File: config.mk
export PLATFORM = sky130hd
export DESIGN_NAME = ram_fill_writer
export DESIGN_NICKNAME = d
export VERILOG_FILES = /design/src/rtl/ram_fill_writer.sv
export SDC_FILE = /design/constraint.sdc
export NUM_CORES = 1
export LEC_CHECK = 0
export ABC_AREA = 1
export CAP_MARGIN = 40
export CORE_MARGIN = 2
export CORE_UTILIZATION = 50
export DETAILED_ROUTE_END_ITERATION = 16
export PLACE_DENSITY = 0.8
export SLEW_MARGIN = 20
export SYNTH_ARGS = -nofsm -noshare
export SYNTH_HDL_FRONTEND = slang
export SYNTH_SLANG_ARGS = --single-unit
File: constraint.sdc
create_clock -name write_clock -period 1.5 [get_ports write_clock]
set_input_delay 0.375 -clock write_clock [delete_from_list [all_inputs] [get_ports write_clock]]
set_output_delay 0.375 -clock write_clock [all_outputs]
set_load 0.01 [all_outputs]
File: src/rtl/ram_fill_writer.sv
// Write-side burst sequencer for the 64x8 dual-clock RAM: turns a valid/ready byte stream
// into RAM writes at wrapping addresses. Optional running checksum: RAM_FILL_WRITER_CHECKSUM_EN.
module ram_fill_writer #(
    parameter int DATA_WIDTH = 8,
    parameter int ADDR_WIDTH = 6
) (
    input  logic                  write_clock,
    input  logic                  reset_n,
    input  logic                  start,
    input  logic [ADDR_WIDTH-1:0] start_addr,
    input  logic [ADDR_WIDTH:0]   length,
    input  logic                  abort,
    input  logic [DATA_WIDTH-1:0] in_data,
    input  logic                  in_valid,
    output logic                  in_ready,
    output logic [DATA_WIDTH-1:0] data,
    output logic [ADDR_WIDTH-1:0] write_addr,
    output logic                  we,
    output logic                  busy,
    output logic                  done,
`ifdef RAM_FILL_WRITER_CHECKSUM_EN
    output logic [DATA_WIDTH-1:0] checksum,
`endif
    output logic [ADDR_WIDTH:0]   count
);

    localparam logic [ADDR_WIDTH:0] DEPTH = {1'b1, {ADDR_WIDTH{1'b0}}};
    localparam logic [ADDR_WIDTH:0] ONE   = {{ADDR_WIDTH{1'b0}}, 1'b1};

    typedef enum logic [1:0] {IDLE, WRITE, DONE} state_t;

    state_t                state;
    logic [ADDR_WIDTH-1:0] ptr;
    logic [ADDR_WIDTH:0]   remaining;
    logic [ADDR_WIDTH:0]   len_eff;
    logic                  accept;

    always_comb begin
        in_ready = (state == WRITE) && !abort;
        accept   = in_valid && in_ready;
        len_eff  = (length > DEPTH) ? DEPTH : length;
    end

    always_ff @(posedge write_clock or negedge reset_n) begin
        if (!reset_n) begin
            state      <= IDLE;
            ptr        <= '0;
            remaining  <= '0;
            data       <= '0;
            write_addr <= '0;
            we         <= 1'b0;
            busy       <= 1'b0;
            done       <= 1'b0;
            count      <= '0;
`ifdef RAM_FILL_WRITER_CHECKSUM_EN
            checksum   <= '0;
`endif
        end else begin
            we   <= 1'b0;
            done <= 1'b0;
            case (state)
                IDLE: begin
                    if (start) begin
                        count <= '0;
`ifdef RAM_FILL_WRITER_CHECKSUM_EN
                        checksum <= '0;
`endif
                        if (length != '0) begin
                            ptr       <= start_addr;
                            remaining <= len_eff;
                            busy      <= 1'b1;
                            state     <= WRITE;
                        end else begin
                            // Zero-length burst completes immediately without leaving IDLE
                            done <= 1'b1;
                        end
                    end
                end
                WRITE: begin
                    if (abort) begin
                        busy  <= 1'b0;
                        state <= IDLE;
                    end else if (accept) begin
                        we         <= 1'b1;
                        data       <= in_data;
                        write_addr <= ptr;
                        ptr        <= ptr + 1'b1;
                        remaining  <= remaining - 1'b1;
                        count      <= count + 1'b1;
`ifdef RAM_FILL_WRITER_CHECKSUM_EN
                        checksum   <= checksum + in_data;
`endif
                        // done lines up with the final write, both visible in the DONE cycle
                        if (remaining == ONE) begin
                            done  <= 1'b1;
                            state <= DONE;
                        end
                    end
                end
                DONE: begin
                    busy  <= 1'b0;
                    state <= IDLE;
                end
                default: begin
                    busy  <= 1'b0;
                    state <= IDLE;
                end
            endcase
        end
    end

endmodule

---- After elaboration in Yosys (flattened, before gate mapping) ----
Index checks and enable logic that the tools add are counted.
operators by class
  add/subtract/negate cells ............... 3
  order comparisons ....................... 1
  equality and inequality tests ........... 9
  shift-type cells ........................ 0
  bitwise operators ....................... 1
  div/mod/pow operators ................... 0
  reductions and logical operators ........ 11
  multiply operators ...................... 0
  multiplexer cells ....................... 34
operators by type and width
  kind                 count
  $mux 7               8
  $pmux 7 s2           2
  $mux 6               4
  $pmux 6 s2           1
  $mux 1               11
  $mux 2               5
  $ne 2x2->1 const B   5
  $reduce_and 4->1     2
  $add 7x1->7 const B  1
  $eq 7x1->1 const B   1
  $gt 7x7->1 const B   1
  $reduce_bool 7->1    1
  $sub 7x1->7 const B  1
  $add 6x1->6 const B  1
  $reduce_and 3->1     2
  $reduce_and 5->1     1
  $pmux 1 s2           2
  $pmux 2 s2           1
  $ne 3x2->1 const B   1
  $ne 3x3->1 const B   1
  $eq 2x1->1 const B   1
  $logic_and 1x1->1    2
  $logic_not 2->1      1
  $reduce_bool 2->1    1
  2 further kinds      2
word-level totals
  memories ................................ 0
  register bits ........................... 39
  memory bits (writable) .................. 0
  latch bits .............................. 0
  memory bits (read-only) ................. 0

---- Depth between registers and ports, before layout ----
Gate-level depths: netlist of run 1.
  word-level depth ........................ 6
  mapped depth ............................ 9

---- Worst setup path before layout of run 1 ----
OpenSTA, ideal clock, no wires.
  path kind ............................... reg2reg
  start ................................... reg state[1]
  end ..................................... reg ptr[5]
  data required time ...................... 1.384 ns
  setup slack ............................. 0.194 ns
  stages on the path, launching flop included .. 10
  data arrival time ....................... 1.189 ns
  buffers on the path ..................... 1
  cell sequence ........................... dfrtp_1 > nor2_2 > inv_1 > nor2_1 > nand2_2 > nand2_4 > inv_4 > buf_8 > nand2_1 > nand2_1
on the way
  cells in the longest elaborated chain, start to end .. 5
  elaborated cells between the ends (all ways) .. 11
RTL lines
  element                     line    text
  start: declaration          32      state_t state;
  start signal: assignment    46      state <= IDLE;
  start signal: assignment    72      state <= WRITE;
  start signal: assignment    82      state <= IDLE;
  $eq 2x1->1                  39, 61
  $logic_and 1x1->1           39      in_ready = (state == WRITE) && !abort;
  $logic_and 1x1->1           40      accept = in_valid && in_ready;
  $ne 2x2->1 (no line)        --
  $reduce_and 5->1 (no line)  --
  end signal: assignment      69      ptr <= start_addr;
  end signal: assignment      87      ptr <= ptr + 1'b1;
  end: declaration            33      logic [ADDR_WIDTH-1:0] ptr;
Parallel ways exist; a longest one is shown, timed or not.
A chain may end at the register's enable or synchronous reset.

---- Final worst setup path of run 1 ----
  start ................................... in abort
  end ..................................... out in_ready
on the way
  cells in the longest elaborated chain, start to end .. 2
RTL lines
  element             line  text
  start: declaration  12    input logic abort,
  $logic_not 1->1     39
  $logic_and 1x1->1   39
  end: declaration    15    output logic in_ready,
Every way passes these cells.

==> results of run 1 <==
-- where the power goes --
group / switching [mW] / leakage, nW / internal [mW]
Combinational: 1.43 / 1.09 / 1.09
Clock: 0.378 / 0.0581 / 0.495
Sequential: 0.264 / 0.501 / 1.44
Total: 2.07 / 1.65 / 3.03
-- worst paths after layout --
kind	from	slack, ns	to
setup / recovery	abort	0.02	in_ready
hold / removal	reset_n	0.04	done
setup reg to reg	state[1]	0.08	done
hold reg to reg	data[4]	0.47	data[4]
max in group asynchronous	reset_n	0.91	busy
min in group write_clock	data[4]	0.47	data[4]
-- critical path, stage by stage --
cell and delay [ns]:
clkdlybuf4s50_1 0.45, inv_1 0.05, nand2_2 0.07, inv_2 0.04, buf_6 0.11
-- cell usage in the layout (no fill, tap or decap) --
| cell type | count |
|---|---|
| nand2_1 | 121 |
| dfrtp_1 | 38 |
| inv_1 | 30 |
| buf_4 | 26 |
| nand3_1 | 24 |
| clkdlybuf4s50_1 | 24 |
| dlygate4sd2_1 | 24 |
| nor2_1 | 18 |
| o21ai_0 | 14 |
| nand4_1 | 6 |
| o21ai_2 | 6 |
| clkbuf_8 | 5 |
| nor2_2 | 4 |
| ha_1 | 4 |
| nand2_2 | 3 |
| a21oi_1 | 3 |
| inv_2 | 2 |
| nand2_4 | 2 |
| or2_2 | 2 |
| nor2_4 | 1 |
| nor2_8 | 1 |
| nand3_4 | 1 |
| inv_6 | 1 |
| a22oi_1 | 1 |
| o21bai_1 | 1 |
| clkinv_4 | 1 |
| bufinv_16 | 1 |
| clkinv_2 | 1 |
| buf_2 | 1 |
| buf_6 | 1 |
| buf_12 | 1 |
| buf_8 | 1 |
| dfrtp_2 | 1 |
-- registers in the layout (all words and copies together) (netlist names) --
register    flops
we              1
busy            1
done            1
write_addr      6
ptr             6
remaining       7
state           2
count           7
data            8
-- cell type report --
cell class	instances	area (sq um)	area share, %
multi-input combinational	212	1010	33.8
sequential	39	977	32.7
timing repair buffer	78	697	23.3
inverter	33	129	4.31
clock buffer	5	68.8	2.30
tap	50	62.6	2.09
clock inverter	3	43.8	1.47
-- logic make-up (layout without fill, tap and decap cells) --
logic type / Yosys count / count (layout) / share of synthesized area [%]
fa+ha+maj: 4 / 4 / 2.33
simple gates: 183 / 183 / 36.6
compound gates: 25 / 25 / 7.11
flops: 39 / 39 / 45.4
buf+inv: 40 / 119 / 8.50
-- layer usage --
metal / GRT usage, % / up-vias / wire length [microns]
li1: - / 1065 / -
met1: 27.0 / 1000 / 2090
met2: 37.9 / 79 / 2510
met3: 5.38 / 12 / 322
met4: 9.15 / 0 / 103
met5: 0 / - / 0
-- synthesized netlist by cell type --
master	count
nor2_8	1
inv_4	1
or2_2	2
buf_2	4
nor2_1	22
nor2_2	1
nand2_1	123
buf_8	1
inv_1	32
nand4_1	6
buf_4	1
ha_1	4
o21ai_0	14
nand3_4	1
a21oi_1	3
nand2_2	1
o21ai_2	6
nand2_4	2
nand3_1	24
a22oi_1	1
dfrtp_1	39
o21bai_1	1
clkbuf_8	1
-- through the flow --
stage               total power, mW  instances  hold WS, ns  TNS, ns  setup slack [ns]
CTS                            5.03        420       0.0514  -0.0960           -0.0228
detailed placement             4.29        407        0.374    -6.09            -0.401
global placement               4.20        407        0.367    -4.90            -0.381
floorplan                      3.26        291       0.0794        0             0.194
global route                   5.54        420       0.0661  -0.0853           -0.0338
finish                         5.10        420       0.0442        0            0.0247
-- what timing repair did --
action / in CTS / in global routing
resized for setup: 29 / 13
hold buffers: 0 / 0
pin swaps: 0 / 2
endpoints found under the setup margin: 38 / 34
setup buffers: 5 / 0
cloned: 0 / 0
==> run_results.csv, run 1 <==
group,metric,value,unit
global_routing,grt_pass1_vias,1968,
route,dr_total_vias,2156,
clocking,htreeDepth,2,
route,remaining_drc_errors,0,
placed_design,place_area,0.00284,sq mm
placed_design,numPortBuffers,50,
synthesis,synth_area,0.00215,sq mm
floorplan,dieHeight,69.6,microns
floorplan,num_rows,23,
floorplan,ios,51,
clocking,path_clk_slew,0.07,ns
setup_path,path_class,"primary input to output port",
synthesis,synth_cells,291,
layout,fill_cells,321,
route,wirelength,5030,microns
route,routedWlPerCell,12.0,microns
clocking,cts_sinks,39,
floorplan,core_area,0.00406,sq mm
floorplan,initial_core_util,52.9,%
clocking,clkLatencyLatePin,0.29,ns
layout,areaGrowthSynthToFinish,39.1,%
sta,setup_viol,0,
sta,fin_worst_skew,0.00518,ns
sta,slew_headroom,66.6,%
synthesis,ys_seq_elements,39,
global_routing,antenna_found_initial,0,
sta,period_share,98.4,%
synthesis,yosysTopAreaCellShare,45.4,%
layout,nets,399,
floorplan,die-area,0.00484,sq mm
clocking,cts.path.max_buffers,2,
sta,report.final.slew_viol_count,0,
global_routing,grt_usage,22.3,%
setup_path,end_kind,"output port",
synthesis,synth_warnings,0,
synthesis,synth.yosys.seq_area_share,45.4,%
global_routing,grt_overflow,0,
synthesis,synthTopCellsByArea,"dfrtp_1 45%, nand2_1 21%, nand3_1 5.6%",
setup_path,critPathRequiredTime,1.12,ns
sta,hold_viol,0,
min_path,holdCritPathClass,"primary input to asynchronous set/reset pin",
synthesis,syn_nets,321,
power,p_leak,1.65,nW
layout,num_antenna_cells,0,
setup_path,start_kind,"primary input",
setup_path,cp.arrival,1.10,ns
clocking,numCtsBuffers,5,
setup_path,critPathMaxFanout,3,
synthesis,synth_cell_types,23,
power,irDropWorstVdd,0.852,mV
synthesis,synth_largest_area_cell,"dfrtp_1",
route,vias_per_cell,5.13,
global_routing,grt_max_degree,24,
route,drt_pre_antenna_iters,4,
sta,worst_slew_pin_slew,0.501,ns
sta,max_freq,678,MHz
flow_run,drv_cap,0,
setup_path,rr_worst_depth,7,
layout,utilization,73.6,%
placed_design,hpwlAfterDp,3610,microns
status,status,"completed",
sta,rsz0062_at_grt,"true",
clocking,cts_tree,"done",
layout,fin_area,0.00299,sq mm
route,drt_iter0_markers,160,
sta,layout_min_cycle_time,1.48,ns
route,ant_nets,0,
placed_design,place_congestion,0.833,
global_routing,grt_pass1_wl,8690,microns
layout,final_layout_size_suffix_gt1_share,16.8,%
clocking,clock-root-buffer,"clkbuf_8",
synthesis,syn_area_per_cell,7.38,sq um
floorplan,die_w,69.6,microns
power,cellPowerDensity,1710,mW/mm^2
(Power assumes the default switching activity.)
==> run 2: changes to the inputs <==
--- a/config.mk
+++ b/config.mk
@@ -5,12 +5,12 @@
 export SDC_FILE = /design/constraint.sdc
 export NUM_CORES = 1
 export LEC_CHECK = 0
-export ABC_AREA = 1
+export ABC_AREA = 0
 export CAP_MARGIN = 40
 export CORE_MARGIN = 2
-export CORE_UTILIZATION = 50
+export CORE_UTILIZATION = 48
 export DETAILED_ROUTE_END_ITERATION = 16
-export PLACE_DENSITY = 0.8
+export PLACE_DENSITY = 0.79
 export SLEW_MARGIN = 20
 export SYNTH_ARGS = -nofsm -noshare
 export SYNTH_HDL_FRONTEND = slang
==> run_results.csv, run 2 <==
group,metric,value,unit
synthesis,synth_compound_area_share,14.9,%
synthesis,muxShareOfSynthArea,10.1,%
setup_path,critPathMaxFanout,5,
floorplan,die-area,0.00453,sq mm
synthesis,syn_area_per_cell,10.6,sq um
route,vias_per_cell,5.54,
clocking,cts_tree,"done",
setup_path,slowest_stage,"dfrtp_1",
sta,max_freq,642,MHz
placed_design,place_congestion,0.892,
sta,fin_worst_skew,0.00201,ns
route,drt_pre_antenna_iters,4,
clocking,clkLatencyLatePin,0.29,ns
clocking,path_clk_slew,0.08,ns
synthesis,synthTopCellsByArea,"dfrtp_1 51%, mux2_2 8.8%, a31oi_1 4.2%",
power,combPwrFrac,42.7,%
layout,nets,301,
synthesis,synth.yosys.seq_area_share,50.7,%
global_routing,grt_max_degree,24,
synthesis,synth_warnings,0,
floorplan,core_area,0.00391,sq mm
route,drt_iter0_markers,122,
layout,reg_top3,"data x8, count x7, remaining x7",
layout,fill_cells,268,
route,ant_nets,0,
setup_path,rr_worst_depth,5,
layout,num_antenna_cells,0,
clocking,cts.path.max_buffers,2,
synthesis,yosysMostFrequentCell,"dfrtp_1",
synthesis,synth_edf_count,0,
setup_path,crit_chain,"buf_6, and4bb_4, or2_4, and2_4, mux2_4",
synthesis,synthAdderAreaFrac,2.60,%
sta,setup_slack,-0.0580,ns
setup_path,critPathTopFamily,"simple AND/OR/NAND/NOR gates",
power,p_seq_share,37.5,%
setup_path,cp_num_cells,5,
setup_path,start_kind,"register",
setup_path,critPathRequiredTime,1.68,ns
synthesis,synth_cells,182,
clocking,cts_sinks,39,
flow_run,drv_cap,0,
floorplan,initial_core_util,49.2,%
floorplan,ios,51,
placed_design,dp_cells,306,
layout,regMostFlops,"data",
layout,most-common-layout-cells,"39 x dfrtp_1, 34 x buf_4, 28 x dlygate4sd2_1, 16 x clkdlybuf4s50_1, 15 x mux2_2",
sta,slew_headroom,82.0,%
placed_design,hpwlAfterDp,3380,microns
synthesis,ys_seq_elements,39,
floorplan,dieHeight,67.3,microns
synthesis,synth_largest_area_cell,"dfrtp_1",
clocking,htreeDepth,2,
synthesis,synthArstFlopShare,100,%
route,routedWlPerCell,16.3,microns
sta,worst_slew_pin_slew,0.268,ns
synthesis,yosysTopAreaCellShare,50.7,%
sta,report.final.slew_viol_count,0,
synthesis,syn_nets,212,
clocking,numCtsBuffers,5,
setup_path,cp.arrival,1.74,ns
sta,period_share,104,%
synthesis,synth_top_family_by_area,"simple AND/OR/NAND/NOR gates",
setup_path,end_kind,"register",
global_routing,grt_pass1_wl,7930,microns
power,irDropWorstVdd,0.850,mV
synthesis,synth_xor_xnor_area_share,2.28,%
synthesis,synthSimpleGateAreaFrac,15.6,%
sta,rsz0062_at_grt,"true",
sta,hold_viol,0,
setup_path,path_class,"register to register",
floorplan,die_w,67.3,microns
route,remaining_drc_errors,0,
power,p_switching,1.57,mW
sta,setup_viol,4,
global_routing,grt_overflow,0,
placed_design,numPortBuffers,50,
setup_path,path_buf_inv,1,
sta,layout_min_cycle_time,1.56,ns
layout,final_layout_size_suffix_gt1_share,34.6,%
power,cellPowerDensity,1500,mW/mm^2
setup_path,cpPeakStageDelay,0.39,ns
sta,setup-tns-final,-0.0965,ns
status,violations,"negative setup slack",
status,status,"finished, violations left",
global_routing,grt_usage,23.9,%
synthesis,synth_area,0.00192,sq mm
power,switching_share,35.0,%
synthesis,synth.top_cells.by_count,"39 x dfrtp_1, 15 x mux2_2, 15 x nor2_1",
synthesis,synth_cell_types,39,
route,wirelength,5240,microns
layout,areaGrowthSynthToFinish,55.6,%
route,dr_total_vias,1783,
layout,final_common_cell,"dfrtp_1",
layout,largest_register_ffs,8,
synthesis,synthFlopType,"dfrtp_1",
clocking,clock-root-buffer,"clkbuf_8",
power,p_clk_share,19.8,%
global_routing,grt_pass1_vias,1686,
sta,hold_slack,0.458,ns
power,p_leak,1.42,nW
layout,layout.cells.non_filler,322,
floorplan,num_rows,23,
power,intPower,2.93,mW
min_path,holdCritPathClass,"primary input to asynchronous set/reset pin",
global_routing,antenna_found_initial,0,
## run 2: cell count changes in the layout (fill, tap and decap cells not counted), sizes merged, moves of 9 or more
cell / before / now
buf: 30 / 43
mux2: 0 / 16
nand2: 126 / 13
inv: 33 / 6
a31oi: 0 / 13
o21ai: 20 / 3
nand3: 25 / 6
a21oi: 3 / 12
nor2: 24 / 15
## run 2: final cells by class
| type | count | area [sq um] | area share (%) |
|---|---|---|---|
| tap | 50 | 62.6 | 2.09 |
| timing repair buffer | 92 | 818 | 27.3 |
| sequential | 39 | 976 | 32.6 |
| multi-input combinational | 127 | 1000 | 33.5 |
| clock inverter | 3 | 43.8 | 1.46 |
| clock buffer | 5 | 68.8 | 2.30 |
| inverter | 6 | 22.5 | 0.752 |
## run 2: layer usage
layer  part of all wire (%)  global-route usage [%]  routed length [microns]
met2                     50                    38.7                     2630
met4                    2.1                    10.5                      109
met3                    4.9                    5.50                      259
met1                     43                    30.6                     2240
met5                      0                       0                        0
## run 2: kinds of logic (layout without fill, tap and decap cells)
group | after synthesis | after routing
buf+inv | 16 | 106
fa+ha+maj | 4 | 4
xor+xnor | 5 | 5
compound gates | 44 | 44
mux | 17 | 17
simple gates | 57 | 57
flops | 39 | 39
## run 2: power groups by stage
stage,Sequential (mW),Clock (mW),Combinational (mW)
floorplan,1.73,0,0.790
global placement,1.65,0,1.74
detailed placement,1.67,0,1.79
CTS,1.66,0.907,1.75
global route,1.74,0.947,2.07
finish,1.69,0.892,1.92
## run 2: path summary, 6_finish.rpt
path,endpoint,from,slack (ns)
min in group write_clock,write_addr[3],write_addr[3],0.50
max,remaining[1],state[1],-0.06
max reg2reg,remaining[1],state[1],-0.06
max in group asynchronous,ptr[2],reset_n,0.55
min,remaining[6],reset_n,0.46
min reg2reg,write_addr[3],write_addr[3],0.50
## run 2: metrics by stage
stage          total power, mW  setup WS [ns]  util (%)  instance area, sq um
2_1_floorplan             2.52         -0.101         -                  1940
3_3_place_gp              3.38         -0.390      69.2                  2710
3_5_place_dp              3.46         -0.435      69.2                  2710
4_1_cts                   4.32        -0.0899      73.7                  2880
5_1_grt                   4.76        -0.0982      76.5                  2990
6_report                  4.50        -0.0580      76.5                  2990
## run 2: what timing repair did
item | in CTS | in global routing
resized for setup | 48 | 22
gates cloned | 2 | 0
hold buffers | 1 | 0
setup endpoints to repair | 55 | 37
pin swaps | 4 | 7
setup buffers | 2 | 3
endpoints found under the hold margin | 7 | 0
